### src/rtl/wb_arb_pkg.sv
// Shared types and constants for the register-file writeback arbiter.
package wb_arb_pkg;
  localparam int WB_DATA_W     = 32;
  localparam int WB_ADDR_W     = 5;
  localparam int WB_FIFO_DEPTH = 4;
  localparam int WB_PTR_W      = $clog2(WB_FIFO_DEPTH);

  localparam logic [WB_ADDR_W-1:0] ZERO_REG = '0;

  typedef struct packed {
    logic [WB_ADDR_W-1:0] dest;
    logic [WB_DATA_W-1:0] data;
  } wb_entry_t;
endpackage

### src/rtl/wb_fifo.sv
// Long-latency result queue; also exports the destinations of occupied slots
// so the arbiter can answer pending-write hazard queries.
module wb_fifo
  import wb_arb_pkg::*;
#(
  parameter int DEPTH = WB_FIFO_DEPTH,
  parameter int PTR_W = WB_PTR_W
) (
  input  logic                       clk,
  input  logic                       rst,
  input  logic                       push,
  input  wb_entry_t                  entry,
  input  logic                       pop,
  output wb_entry_t                  head,
  output logic                       full,
  output logic                       empty,
  output logic [PTR_W:0]             count,
  output logic [DEPTH*WB_ADDR_W-1:0] dests,
  output logic [DEPTH-1:0]           vld
);
  wb_entry_t        mem [DEPTH];
  logic [PTR_W-1:0] wr_ptr;
  logic [PTR_W-1:0] rd_ptr;
  logic             push_ok;
  logic             pop_ok;

  assign full    = (count == (PTR_W+1)'(DEPTH));
  assign empty   = (count == '0);
  assign push_ok = push && !full;
  assign pop_ok  = pop && !empty;
  assign head    = mem[rd_ptr];

  // Pointers wrap naturally because DEPTH is a power of two.
  always_ff @(posedge clk or negedge rst) begin
    if (!rst) begin
      wr_ptr <= '0;
      rd_ptr <= '0;
      count  <= '0;
    end else begin
      if (push_ok) wr_ptr <= wr_ptr + 1'b1;
      if (pop_ok)  rd_ptr <= rd_ptr + 1'b1;
      case ({push_ok, pop_ok})
        2'b10:   count <= count + 1'b1;
        2'b01:   count <= count - 1'b1;
        default: ;
      endcase
    end
  end

  always_ff @(posedge clk) begin
    if (push_ok) mem[wr_ptr] <= entry;
  end

  always_comb begin
    for (int i = 0; i < DEPTH; i++) begin
      vld[i] = ({1'b0, PTR_W'(i) - rd_ptr} < count);
    end
  end

  for (genvar g = 0; g < DEPTH; g++) begin : g_dest
    assign dests[g*WB_ADDR_W +: WB_ADDR_W] = mem[g].dest;
  end
endmodule

### src/rtl/regfile_wb_arbiter.sv
// Register-file write port arbiter: pipeline writeback beats queued long results.
// Optional macro WB_ARB_BYPASS_EN lets a long result skip an empty queue.
module regfile_wb_arbiter
  import wb_arb_pkg::*;
#(
  parameter int DATA_WIDTH    = WB_DATA_W,
  parameter int ADDRESS_WIDTH = WB_ADDR_W,
  parameter int FIFO_DEPTH    = WB_FIFO_DEPTH,
  parameter int STARVE_LIMIT  = 8
) (
  input  logic                     clk,
  input  logic                     rst,
  input  logic                     pipe_wb_en,
  input  logic [ADDRESS_WIDTH-1:0] pipe_wb_dest,
  input  logic [DATA_WIDTH-1:0]    pipe_wb_data,
  input  logic                     lng_valid,
  output logic                     lng_ready,
  input  logic [ADDRESS_WIDTH-1:0] lng_dest,
  input  logic [DATA_WIDTH-1:0]    lng_data,
  input  logic [ADDRESS_WIDTH-1:0] q_addr1,
  input  logic [ADDRESS_WIDTH-1:0] q_addr2,
  output logic                     q_hit1,
  output logic                     q_hit2,
  output logic                     pipe_stall,
  output logic                     rg_wrt_en,
  output logic [ADDRESS_WIDTH-1:0] rg_wrt_dest,
  output logic [DATA_WIDTH-1:0]    rg_wrt_data
);
  localparam int PTR_W = $clog2(FIFO_DEPTH);
  localparam int CNT_W = $clog2(STARVE_LIMIT + 1);
  localparam logic [CNT_W-1:0] STARVE_MAX = CNT_W'(STARVE_LIMIT - 1);

  wb_entry_t                           head;
  wb_entry_t                           push_entry;
  logic                                full;
  logic                                empty;
  logic [PTR_W:0]                      count;
  logic [FIFO_DEPTH*ADDRESS_WIDTH-1:0] dests;
  logic [FIFO_DEPTH-1:0]               vld;
  logic                                pipe_req;
  logic                                push_req;
  logic                                push;
  logic                                pop;
  logic                                bypass;
  logic                                lose;
  logic [CNT_W-1:0]                    starve_cnt;

  function automatic logic pending_hit(
    input logic [ADDRESS_WIDTH-1:0]            addr,
    input logic [FIFO_DEPTH*ADDRESS_WIDTH-1:0] d,
    input logic [FIFO_DEPTH-1:0]               v
  );
    logic hit;
    hit = 1'b0;
    for (int i = 0; i < FIFO_DEPTH; i++) begin
      if (v[i] && (d[i*ADDRESS_WIDTH +: ADDRESS_WIDTH] == addr)) hit = 1'b1;
    end
    return hit;
  endfunction

  // lng_ready comes from the registered occupancy only, so a same-cycle pop
  // never opens a slot for a push.
  assign lng_ready  = !full;
  assign pipe_req   = pipe_wb_en && (pipe_wb_dest != ZERO_REG);
  assign push_req   = lng_valid && lng_ready && (lng_dest != ZERO_REG);
`ifdef WB_ARB_BYPASS_EN
  assign bypass     = push_req && empty && !pipe_req;
`else
  assign bypass     = 1'b0;
`endif
  assign push       = push_req && !bypass;
  assign pop        = !pipe_req && !empty;
  assign lose       = pipe_req && !empty;
  assign push_entry = '{dest: lng_dest, data: lng_data};

  wb_fifo #(
    .DEPTH (FIFO_DEPTH),
    .PTR_W (PTR_W)
  ) u_fifo (
    .clk   (clk),
    .rst   (rst),
    .push  (push),
    .entry (push_entry),
    .pop   (pop),
    .head  (head),
    .full  (full),
    .empty (empty),
    .count (count),
    .dests (dests),
    .vld   (vld)
  );

  // Output register stage: stable across the whole cycle for the negedge write.
  always_ff @(posedge clk or negedge rst) begin
    if (!rst) begin
      rg_wrt_en   <= 1'b0;
      rg_wrt_dest <= '0;
      rg_wrt_data <= '0;
    end else if (pipe_req) begin
      rg_wrt_en   <= 1'b1;
      rg_wrt_dest <= pipe_wb_dest;
      rg_wrt_data <= pipe_wb_data;
    end else if (!empty) begin
      rg_wrt_en   <= 1'b1;
      rg_wrt_dest <= head.dest;
      rg_wrt_data <= head.data;
    end else if (bypass) begin
      rg_wrt_en   <= 1'b1;
      rg_wrt_dest <= lng_dest;
      rg_wrt_data <= lng_data;
    end else begin
      rg_wrt_en   <= 1'b0;
    end
  end

  // The stall is sticky until the queue head finally drains.
  always_ff @(posedge clk or negedge rst) begin
    if (!rst) begin
      starve_cnt <= '0;
      pipe_stall <= 1'b0;
    end else begin
      if (pop || empty)                          starve_cnt <= '0;
      else if (lose && (starve_cnt != STARVE_MAX)) starve_cnt <= starve_cnt + 1'b1;

      if (lose && (starve_cnt == STARVE_MAX)) pipe_stall <= 1'b1;
      else if (pop)                           pipe_stall <= 1'b0;
    end
  end

  assign q_hit1 = (q_addr1 != ZERO_REG) &&
                  (pending_hit(q_addr1, dests, vld) || (rg_wrt_en && (rg_wrt_dest == q_addr1)));
  assign q_hit2 = (q_addr2 != ZERO_REG) &&
                  (pending_hit(q_addr2, dests, vld) || (rg_wrt_en && (rg_wrt_dest == q_addr2)));

  // Decode must never let a pipe write overtake a queued write to the same register.
  a_pipe_vs_queue: assert property (@(posedge clk) disable iff (!rst)
    !(pipe_req && pending_hit(pipe_wb_dest, dests, vld)));

  a_count_range: assert property (@(posedge clk) disable iff (!rst)
    count <= (PTR_W+1)'(FIFO_DEPTH));
endmodule
### config.mk
export PLATFORM = sky130hd
export DESIGN_NAME = regfile_wb_arbiter
export DESIGN_NICKNAME = d
export VERILOG_FILES = /design/src/rtl/wb_arb_pkg.sv /design/src/rtl/wb_fifo.sv /design/src/rtl/regfile_wb_arbiter.sv
export SDC_FILE = /design/constraint.sdc
export NUM_CORES = 1
export LEC_CHECK = 0
export CAP_MARGIN = 20
export CORE_ASPECT_RATIO = 0.9
export CORE_UTILIZATION = 50
export CTS_CLUSTER_DIAMETER = 60
export DETAILED_ROUTE_END_ITERATION = 7
export PLACE_DENSITY = 0.8
export SKIP_LAST_GASP = 1
export SLEW_MARGIN = 20
export SYNTH_ARGS = -nofsm -noshare
export SYNTH_HDL_FRONTEND = slang
export SYNTH_SLANG_ARGS = --single-unit
### constraint.sdc
create_clock -name clk -period 2.91 [get_ports clk]
set_clock_uncertainty 0.05 [all_clocks]
set_input_delay 0.582 -clock clk [delete_from_list [all_inputs] [get_ports clk]]
set_output_delay 0.582 -clock clk [all_outputs]
set_load 0.02 [all_outputs]
# Word level (Yosys, flattened, before mapping)
# Memories as Yosys holds them, arrays and structs flattened.
# Cells that the tools add are included.
# totals
ff_bits	50
latchBits	0
mem_bits_ro	0
mem_bits_rw	148
input_bits	88
output_inout_bits	42
memories	1
word_cells	94
# mem_list
memory	words	word_bits	rd	rd_clocked_by_memory_dff	write_ports	line	source
u_fifo.mem	4	37	5	0	1	wb_fifo.sv:21	wb_entry_t mem [DEPTH];
# classes
n_eq_ne	16
n_div	0
mux	21
n_shift	0
n_addsub	9
bitwise	0
order_cmp	4
n_reduce_logical	35
multipliers	0
# ops
operator	count
$mux 32	2
$eq 5x5->1	10
$logic_and 1x1->1	21
$reduce_bool 5->1	4
$mux 1	14
$lt 2x3->1	4
$mux 5	2
$mux 4	2
$pmux 3 s2	1
$reduce_bool 2->1	3
$add 2x1->2 const B	2
$add 4x1->4 const B	1
$eq 4x3->1 const B	1
$ne 4x3->1 const B	1
$sub 1x2->2 const A	2
$sub 2x2->2 const A	2
$add 3x1->3 const B	1
$eq 3x3->1 const B	1
$logic_not 1->1	3
$logic_not 3->1	1
$logic_or 1x1->1	3
$sub 3x1->3 const B	1
$eq 2x1->1 const B	1
$eq 2x2->1 const B	1
$ne 2x1->1 const B	1

# Depth between registers and ports, before layout
# logic_depth
ltp_word	9
ltp_mapped	11
depth_no_buf	11

# Cells and area by module
# From an unflattened synthesis, not the netlist that was laid out.
# unflattened
cells_unflattened	550
hier_area_um2	8852.2
# by_module_without_submodules
mod	cells_per_inst	seq_area_each_um2	area_each_um2	instances
wb_fifo	271	4619.4	6030.8	1
regfile_wb_arbiter	279	1076.0	2821.5	1

# Least setup slack after synthesis
# OpenSTA, ideal clock, no wires.
# synth_timing
path_type	input port to flip-flop
start	in pipe_wb_dest[1]
end	reg u_fifo.count[2]
required_ns	2.780
t_arrival_ns	2.445
stages	9
slack_ns	0.335
setup_time_ns	0.080
path_cell_list	or4_1 > o21ai_2 > and2b_2 > ha_1 > inv_1 > fa_1 > xor2_1 > nor2_1 > xnor2_1
# synth_between
elab_chain_cells	7
elab_cells_between_ends	9
classes_between	eq/ne: 2; mux: 1; reduce/logical: 6
# synth_rtl
element	line	source
start, declared	regfile_wb_arbiter.sv:14	input logic [ADDRESS_WIDTH-1:0] pipe_wb_dest,
$reduce_bool 5->1 (*)	regfile_wb_arbiter.sv:64	assign pipe_req = pipe_wb_en && (pipe_wb_dest != ZERO_REG);
$logic_and 1x1->1 (*)	regfile_wb_arbiter.sv:64	
$logic_not 1->1 (*)	regfile_wb_arbiter.sv:72	assign pop = !pipe_req && !empty;
$logic_and 1x1->1 (*)	regfile_wb_arbiter.sv:72	
$logic_and 1x1->1 (*)	wb_fifo.sv:30	assign pop_ok = pop && !empty;
named net u_fifo.pop_ok	wb_fifo.sv:25	logic pop_ok;
$eq 2x1->1 or $eq 2x2->1 (tied branches)	wb_fifo.sv:42	case ({push_ok, pop_ok})
$pmux 3 s2 or $reduce_bool 2->1 (tied branches)	-	
end signal, assigned	wb_fifo.sv:43	2'b10: count <= count + 1'b1;
end signal, assigned	wb_fifo.sv:44	2'b01: count <= count - 1'b1;
end, declared	wb_fifo.sv:17	output logic [PTR_W:0] count,
# Mark *: on every way through the listed nets, which the timed path passes. The rest lies on a longest branch.
# A chain may end at the register's enable or synchronous reset.

# Worst setup path in the final report
# layout_timing
start	reg u_fifo.rd_ptr[1]
end	out q_hit1
# layout_between
elab_chain_cells	9
elab_cells_between_ends	18
classes_between	add/sub: 4; order compare: 4; mux: 4; reduce/logical: 6
# layout_rtl
element	line	source
start, declared	wb_fifo.sv:23	logic [PTR_W-1:0] rd_ptr;
start signal, assigned	wb_fifo.sv:41	if (pop_ok) rd_ptr <= rd_ptr + 1'b1;
$sub 1x2->2	wb_fifo.sv:56	vld[i] = ({1'b0, PTR_W'(i) - rd_ptr} < count);
$lt 2x3->1	wb_fifo.sv:56	
$logic_and 1x1->1	regfile_wb_arbiter.sv:56	if (v[i] && (d[i*ADDRESS_WIDTH +: ADDRESS_WIDTH] == addr)) hit = 1'b1;
$mux 1 (3 in series)	regfile_wb_arbiter.sv:56	
$mux 1 (*)	regfile_wb_arbiter.sv:56	
$logic_or 1x1->1 (*)	regfile_wb_arbiter.sv:131	(pending_hit(q_addr1, dests, vld) || (rg_wrt_en && (rg_wrt_dest == q_addr1)));
$logic_and 1x1->1 (*)	regfile_wb_arbiter.sv:130	assign q_hit1 = (q_addr1 != ZERO_REG) &&
end, declared	regfile_wb_arbiter.sv:22	output logic q_hit1,
# Mark *: on every way between the ends. The rest lies on a longest branch, timed or not.

==> impl_results.md <==
- Layout cells sized above 1: between 10% and 20%
- DR vias: about 4,900
- Worst setup SP type: flip-flop
- Critical path startpoint: u_fifo.rd_ptr[1]
- Max-cap violation count: 0
- IO Pins: between 100 and 150
- Final Hold Fails: 0
- Met3 routed WL: roughly 1000 um
- Crit. End Element: output port
- Pwr Density: between 900 and 1000 nW/um2
- TritonCTS clock tree: yes
- Syn_area_per_cell: 16.2 um2
- Met2 wire length: 9770 um
- DP HPWL: approximately 13,000 um
- Ys async rst share: around a quarter
- Drt initial violations: just under 300
- Row count: 44
- Crit-path slowest cell: dfrtp_2
- Final setup violation count: 0
- Post-synth EDFFs: 148
- Via density: between 5 and 6
- Cell Area, Synth: 8470 um2
- Gr usage total: a little under a quarter
- CTS clk-pin slew, worst paths: 0.07 ns
- Reg2reg end: rg_wrt_dest[3]
- Lkg Pwr: 3.89 nW
- Yosys Warn Count: 0
- Vias in the first global route: about 5,300
- Post-route DRC: 10
- DIE AREA: approximately 17,000 um2
- Max incr delay on CP: 0.41 ns
- Buf/Inv on CP: 3
- Synthesized netlist net count: 623
- Nets@finish: just under 800
- Initial antenna violation count: 0
- Met1 WL: between 7000 and 8000 um
- Top layer in use: met4
- Status: finished with violations
- Die Y-Extent: approximately 130 um
- Worst path required time: about 2.3 ns
- Grt ovf: 0
- R2R depth: 5
- Violated checks: design-rule violations
- Worst Max-Slew Pin Slew: 0.828 ns
- DR pass1 iterations: 8
- Dpl ws: -0.398 ns
- Antenna Cells: 0
- Most Frequent Cell on Critical Path: buf_6
- Critical path type: reg -> out
- Maximum VDD drop: about 520 uV
- Core ar.: 16,400 um2
- Number of H-tree levels: 4
- Port bufs: 129
- Cell area after layout: 10,900 um2
- Post-DR wirelength/cell: 20.6 um
- CTS buffer count: 17
- Cell variety after synth: 33
- Crit-path max FO: 2
- Max-slew violation count: 0
- Post-synth top flop: edfxtp_1
- Synthesized flop and latch total: just under 200
- Cell family with most CP delay: compound AO/OA/AOI/OAI gates
- Worst skew pair latency: 0.43 ns
- Mapped Cells: about 520
- R2r setup slk: 0.69 ns
- Die X: 139 um
- Seq/Total Area, Yosys: around two thirds
- Area grow syn2layout: 28.7%
- R2R Path Start: u_fifo.count[2]
- CP arrival: roughly 2.2 ns
- First-pass GRT wire length: between 20,000 and 30,000 um
- Crit path cell chain: buf_6 -> xor2_4 -> inv_2 -> ha_4 -> a21oi_2 -> o211ai_1 -> nand4_1 -> o22a_1 -> buf_6
- Clock Tree Buf Depth: 2
- RePlAce Congestion: around 0.88
- Post-route ant nets: 0
- Placed Area: roughly 10,000 um2
- HP Class: in -> async
- Slew headroom: 44.8%
- Initial Utilization: between 50% and 60%
- Setup ws final: just under 0.08 ns
- Final min period: 2.83 ns
- Largest net degree at the start of global routing: between 70 and 80
- Max Freq: around 0.35 GHz
- RSZ-0062 raised after global routing: true
- WHS: 0.185 ns
- CTS sink cnt: 198
- Hold_buf cts: 0
- Routed wire length: between 15,000 and 20,000 um
- Period utilization: roughly 97%
- Root Driver: clkbuf_16
## cell usage after synthesis (4+ instances only)
library cell,n,area [um2]
edfxtp_1,148,4440
dfrtp_1,50,1250
nor2_1,42,158
xor2_1,40,350
a21oi_1,39,195
mux4_2,37,833
mux2i_1,36,360
xnor2_1,18,158
buf_2,16,80.1
nor3_1,14,70.1
clkbuf_1,10,37.5
ha_1,10,125
inv_1,9,33.8
nand3_1,7,35.0
nand4_1,6,37.5
buf_4,5,37.5
nand2_1,5,18.8
and2_1,4,25.0
nor4_1,4,25.0
o21ai_0,4,20.0
## worst max path at each step
stage / cells past startpoint / slack [ns] / to
after floorplan: 9 / 0.33 / u_fifo.count[2]
after global placement: 7 / -0.38 / q_hit1
after detailed placement: 7 / -0.40 / q_hit1
after CTS: 10 / 0.01 / q_hit2
after global routing: 10 / -0.05 / q_hit2
final: 9 / 0.08 / q_hit1
## stage by stage
step	total power (W)	utilization, %	TNS [ns]	cells
2_1_floorplan	0.00637	-	0	524
3_3_place_gp	0.00777	62.7	-0.833	869
3_5_place_dp	0.00788	62.7	-0.948	869
4_1_cts	0.0102	66.3	0	902
5_1_grt	0.0107	66.7	-0.0856	903
6_report	0.0102	66.7	0	903
## worst reg2reg max path, stage by stage (launching register included)
cell and delay, ns:
dfrtp_1 0.38, buf_4 0.17, nor3_2 0.19, buf_4 0.64, mux2_2 0.46, a22o_1 0.20
## layout by cell type, fill, tap and decap left out, types with 5 or more instances in the layout
master,Yosys,layout
xnor2_1,18,18
ha_1,10,8
inv_1,9,8
mux2i_1,36,36
clkdlybuf4s50_1,0,124
a21oi_1,39,38
dfrtp_1,50,48
buf_12,0,6
nand4_1,6,6
nor3_1,14,13
buf_4,5,36
nand2_1,5,5
nor2_1,42,42
nand3_1,7,7
edfxtp_1,148,148
xor2_1,40,39
clkbuf_16,0,17
mux4_2,37,37
## state kept, by name, summed over array words and instances (netlist names)
| signal | count |
|---|---|
| rg_wrt_dest | 5 |
| pipe_stall | 1 |
| u_fifo.mem | 148 |
| rg_wrt_data | 32 |
| u_fifo.wr_ptr | 2 |
| starve_cnt | 4 |
| rg_wrt_en | 1 |
| u_fifo.count | 3 |
| u_fifo.rd_ptr | 2 |
## power by group
group | switching (W) | internal, W
Clock | 0.00102 | 0.00119
Combinational | 0.00192 | 0.00193
Sequential | 0.000338 | 0.00376
Total | 0.00328 | 0.00687
## repair_timing
action,4_1_cts,5_1_grt
endpoints found under the setup margin,2,2
resized for setup,15,11
pin swaps,4,3
buffers inserted,2,1
## layer usage
layer  track usage [%]  vias up
li1                  -     2299
met1              28.4     2485
met2              39.4      135
met3              5.48       24
met4              6.99        0
met5                 0        -
## logic make-up after synthesis
group,synth area share (%)
AO/OA/AOI/OAI,3.40
XOR/XNOR,6.00
adder cells (fa/ha/maj),1.71
buffers and inverters,2.28
flip-flops,67.2
multiplexers,14.5
AND/OR/NAND/NOR,4.88
## layout make-up
class | count | area (um2)
Clock inverter | 14 | 125
Multi-Input combinational cell | 285 | 2660
Clock buffer | 18 | 429
Fill cell | 1117 | 5450
Tap cell | 207 | 259
Timing Repair Buffer | 172 | 1700
Inverter | 9 | 33.8
Sequential cell | 198 | 5700
No activity file was read; power rests on OpenSTA's default activity.
